File: src/rtl/fetch_ctrl.sv
// fetch_ctrl: single-outstanding instruction fetch FSM with branch redirect; FETCH_MISALIGN_CHECK_EN enables misaligned-redirect halt.
module fetch_ctrl #(
  parameter logic [31:0] RESET_PC = 32'h0000_0000
) (
  input  logic        clk,
  input  logic        reset,
  input  logic        br_taken,
  input  logic [31:0] br_target,
  input  logic        stall,
  output logic        imem_req,
  output logic [31:0] imem_addr,
  input  logic        imem_gnt,
  input  logic        imem_rvalid,
  input  logic [31:0] imem_rdata,
  output logic        inst_valid,
  output logic [31:0] inst,
  output logic [31:0] inst_pc,
  output logic        misalign
);
  typedef enum logic [1:0] {IDLE, REQ, WAIT, HOLD} state_t;
  state_t      state, n_state;
  logic [31:0] fetch_pc, n_pc, req_pc, n_req_pc, n_inst, n_inst_pc, tgt;
  logic        kill, n_kill, halt, n_halt, n_iv, bad, good;
`ifdef FETCH_MISALIGN_CHECK_EN
  assign bad = br_taken & (|br_target[1:0]);
  assign tgt = br_target;
`else
  assign bad = 1'b0;
  assign tgt = br_target & ~32'h3;
`endif
  assign good = br_taken & ~bad;
  // next-state and datapath selection; a redirect outranks every other transition
  always_comb begin
    n_state   = state;
    n_pc      = fetch_pc;
    n_req_pc  = req_pc;
    n_kill    = kill;
    n_halt    = halt;
    n_iv      = inst_valid;
    n_inst    = inst;
    n_inst_pc = inst_pc;
    case (state)
      IDLE: begin
        if (good) begin
          n_pc    = tgt;
          n_halt  = 1'b0;
          n_state = REQ;
        end else if (bad) n_halt = 1'b1;
        else if (!halt) n_state = REQ;
      end
      REQ: begin
        if (imem_gnt) n_req_pc = fetch_pc;
        if (br_taken) begin
          n_pc    = good ? tgt : fetch_pc;
          n_kill  = imem_gnt;
          n_halt  = bad;
          n_state = imem_gnt ? WAIT : (good ? REQ : IDLE);
        end else if (imem_gnt) begin
          n_pc    = fetch_pc + 32'd4;
          n_state = WAIT;
        end
      end
      WAIT: begin
        if (br_taken) begin
          n_pc    = good ? tgt : fetch_pc;
          n_kill  = ~imem_rvalid;
          n_halt  = bad;
          n_state = imem_rvalid ? (good ? REQ : IDLE) : WAIT;
        end else if (imem_rvalid && kill) begin
          n_kill  = 1'b0;
          n_state = halt ? IDLE : REQ;
        end else if (imem_rvalid) begin
          n_iv      = 1'b1;
          n_inst    = imem_rdata;
          n_inst_pc = req_pc;
          n_state   = HOLD;
        end
      end
      HOLD: begin
        if (br_taken) begin
          n_pc    = good ? tgt : fetch_pc;
          n_iv    = 1'b0;
          n_halt  = bad;
          n_state = good ? REQ : IDLE;
        end else if (!stall) begin
          n_iv    = 1'b0;
          n_state = REQ;
        end
      end
      default: n_state = IDLE;
    endcase
  end
  // state and registered outputs; the request port is driven from the next state
  always_ff @(posedge clk) begin
    if (reset) begin
      state      <= IDLE;
      fetch_pc   <= RESET_PC;
      req_pc     <= '0;
      kill       <= 1'b0;
      halt       <= 1'b0;
      imem_req   <= 1'b0;
      imem_addr  <= '0;
      inst_valid <= 1'b0;
      inst       <= '0;
      inst_pc    <= '0;
      misalign   <= 1'b0;
    end else begin
      state      <= n_state;
      fetch_pc   <= n_pc;
      req_pc     <= n_req_pc;
      kill       <= n_kill;
      halt       <= n_halt;
      imem_req   <= n_state == REQ;
      imem_addr  <= n_state == REQ ? n_pc : '0;
      inst_valid <= n_iv;
      inst       <= n_inst;
      inst_pc    <= n_inst_pc;
      misalign   <= bad;
    end
  end
endmodule

File: config.mk
export PLATFORM = sky130hd
export DESIGN_NAME = fetch_ctrl
export DESIGN_NICKNAME = d
export VERILOG_FILES = /design/src/rtl/fetch_ctrl.sv
export SDC_FILE = /design/constraint.sdc
export NUM_CORES = 1
export LEC_CHECK = 0
export CORE_ASPECT_RATIO = 1.1
export CORE_MARGIN = 5
export CORE_UTILIZATION = 67
export CTS_CLUSTER_SIZE = 16
export DETAILED_ROUTE_END_ITERATION = 12
export DONT_BUFFER_PORTS = 1
export PLACE_DENSITY = 0.83
export SLEW_MARGIN = 20
export SYNTH_ARGS = -nofsm -noshare
export SYNTH_HDL_FRONTEND = slang
export SYNTH_SLANG_ARGS = --single-unit
File: constraint.sdc
create_clock -name clk -period 5.5 [get_ports clk]
set_clock_uncertainty 0.1 [all_clocks]
set_input_delay 0.825 -clock clk [delete_from_list [all_inputs] [get_ports clk]]
set_output_delay 0.825 -clock clk [all_outputs]
set_load 0.005 [all_outputs]
==> impl_metrics.csv <==
group,metric,value,unit
run_status,outcome,"completed",
cts,clkTransAtPathRegs,60,ps
routing,wl_per_cell,16.38,µm
cts,cts_sinks,165,
floorplanning,start_util,67.74,%
yosys,ys_seq_area_share,52.93,%
placed_design,routabilityCongestion,0.9028,
grt,antenna_found_initial,0,
floorplanning,die_w,102.0,µm
grt,grt_pass1_wl,22180,µm
setup_path,cpPeakStageDelay,740,ps
cells_and_area,n_antenna_cell,0,
placed_design,placed_area,0.006121,mm²
job,cap_viol_max_count,0,
cts,numCtsBuffers,17,
yosys,synth_most_common_cell,"nand2_1",
cells_and_area,final_cells,849,
cells_and_area,multi_input_area,0.002625,mm²
setup_path,cp.arrival,2960,ps
cells_and_area,areaGrowthSynthToFinish,7.077,%
yosys,ys_seq_elements,165,
sta,post-route-period-util,48.68,%
sta,hold_violations,0,
sta,fmax,373.5,MHz
placed_design,port-buffer-count,0,
setup_path,cp_cell_sequence,"nand3b_4, or4_4, o31a_1, nor3_1, nor3_1",
yosys,synth_commonest_cells,"209 x nand2_1, 165 x dfxtp_1, 109 x a21oi_1",
placed_design,dp.cells,817,
cts,post_cts_buffers,0,
cts,clockRootBuffer,"clkbuf_8",
cts,cts_buffer_depth,2,
cells_and_area,seqCellArea,0.003303,mm²
floorplanning,rows,37,
sta,fin_setup_tns,0,ps
yosys,synth_cell_types,50,
cells_and_area,drive_gt1_share,6.967,%
grt,grt_usage,24.37,%
cts,hold_buffers,0,
yosys,yosys_most_used_dff,"dfxtp_1",
routing,drtPass1Iterations,5,
yosys,synth_top_area_share,52.93,%
yosys,netlist_area,0.006241,mm²
routing,vias,4991,
routing,vias_per_cell,5.879,
setup_path,critical_path_required,5780,ps
yosys,synth_top_area_cell,"dfxtp_1",
cts,cts.repair.resized,0,
setup_path,crit_slowest_cell,"or4_4",
cts,cts_tree,"built",
routing,drtIter0Drc,298,
yosys,synth_fp_nets,822,
setup_path,crit_path_frequent_cell,"nor3_1",
yosys,syn_area_per_cell,8.310,µm²
yosys,synth_warnings,0,
power,leakage,2.301,nW
sta,rsz0062_at_grt,"false",
routing,routed_wl,13910,µm
yosys,synth_edf_count,0,
sta,slew_viol_final,0,
grt,overflow,0,
floorplanning,die_area,0.01135,mm²
setup_path,crit_path_start_kind,"flip-flop",
setup_path,critPathMaxFanout,41,
grt,grt_pass1_vias,4573,
power,ir_drop,0.0002452,V
grt,grt_max_degree,133,
setup_path,cp_num_buf_inv,0,
sta,post-route-min-period,2677,ps
cts,clk_latency,530,ps
power,power_density,372.7,mW/mm²
routing,drc_errors,0,
floorplanning,io-pin-count,169,
placed_design,dp_hpwl,9292,µm
setup_path,crit_family,"simple AND/OR/NAND/NOR gates",
yosys,postSynth.asyncResetShare,0,%
worst_hold_path,hp-class,"input port to flip-flop",
routing,detail-route-antenna-nets,0,
floorplanning,die_h,111.2,µm
cells_and_area,finalInstanceArea,0.006683,mm²
cells_and_area,layout.nets,790,
setup_path,cp-end-kind,"flip-flop",
yosys,synthTopCellsByArea,"dfxtp_1 53%, nand2_1 13%, a21oi_1 8.7%, nor3_1 3.4%, nor2_1 3.4%",
sta,maxSlewHeadroom,33.40,%
sta,setup_viol,0,
cells_and_area,post-route-util,72.54,%
setup_path,worstSetupPathType,"flip-flop to flip-flop",
sta,worstMarginPinSlew,989.9,ps
cells_and_area,fillers,697,
floorplanning,core,0.009213,mm²
cts,htree_levels,4,
yosys,synthesis.instances,751,
sequential cells by signal, summed over array words and instances, names as in the netlist:
register	cells
inst	32
req_pc	32
fetch_pc	32
kill	1
inst_valid	1
imem_req	1
imem_addr	32
state	2
inst_pc	32
power by group:
group	leakage, nW	internal, mW	total, mW	switching, mW
combinational	0.701	0.0421	0.109	0.0665
sequential	1.34	1.24	1.28	0.0411
clock	0.257	0.645	1.10	0.459
total	2.30	1.92	2.49	0.567
layout by cell type, fill, tap and decap left out, types with 2 or more instances in the layout:
master and n:
a31o_2 7, clkbuf_16 16, a21oi_1 109, a211oi_1 3
nand2_1 208, xnor2_1 6, nor2_1 56, nand3_1 4
bufinv_16 2, nand4_1 14, o21ai_0 4, xor2_1 6
inv_1 7, clkinvlp_4 5, mux2i_1 8, and4_1 2
o21a_1 3, dfxtp_1 165, nand2b_1 2, and3_1 2
nor3_1 43, nor4_1 13, and2_1 2, buf_4 3
clkinv_2 3, or3_1 2, nor2b_1 2, clkbuf_1 3
o31a_1 6
worst paths after layout:
path,from,end,slack (ps),depth (start not counted)
hold reg to reg,fetch_pc[0]$_SDFF_PP0_,req_pc[0]$_SDFFE_PP0P_,350,2
setup / recovery,state[0]$_SDFF_PP0_,imem_addr[22]$_SDFF_PP0_,2820,5
hold / removal,reset,inst[21]$_SDFFE_PP0P_,260,1
setup reg to reg,state[0]$_SDFF_PP0_,imem_addr[22]$_SDFF_PP0_,2820,5
area by class of cell:
cell class,instances,area share (%)
sequential,165,49.43
multi-input combinational,524,39.28
clock buffer,20,6.366
tap,117,2.191
clock inverter,12,1.947
inverter,8,0.4494
timing repair buffer,3,0.3370
cells by family (layout without fill, tap and decap cells):
kind of cell | after synthesis | after routing | share of synthesized area (%)
and+or+nand+nor | 364 | 364 | 26.20
DFF | 165 | 165 | 52.93
AOI/OAI and AO/OA | 137 | 137 | 12.23
buffers and inverters | 62 | 43 | 5.232
xor gates and xnor gates | 12 | 12 | 1.684
muxes | 9 | 9 | 1.464
adders and majority gates | 1 | 1 | 0.2004
other | 1 | 1 | 0.06009
per-layer routing:
metal	global-route usage, %	up-vias	share of wire [%]
met5	0	-	0
met4	10.59	0	2.6
met3	8.496	35	8.7
met2	36.54	189	45
met1	31.57	2297	43
li1	-	2470	-
per-stage QoR:
stage | hold slack (ps) | worst slack (ps) | power (mW)
floorplan | 332.1 | 3207 | 1.405
global placement | 334.8 | 2697 | 1.405
detailed placement | 339.4 | 2700 | 1.412
CTS | 249.7 | 2777 | 2.508
global route | 233.9 | 2624 | 2.587
finish | 261.5 | 2823 | 2.491
Power figures use the tool's default switching activity.
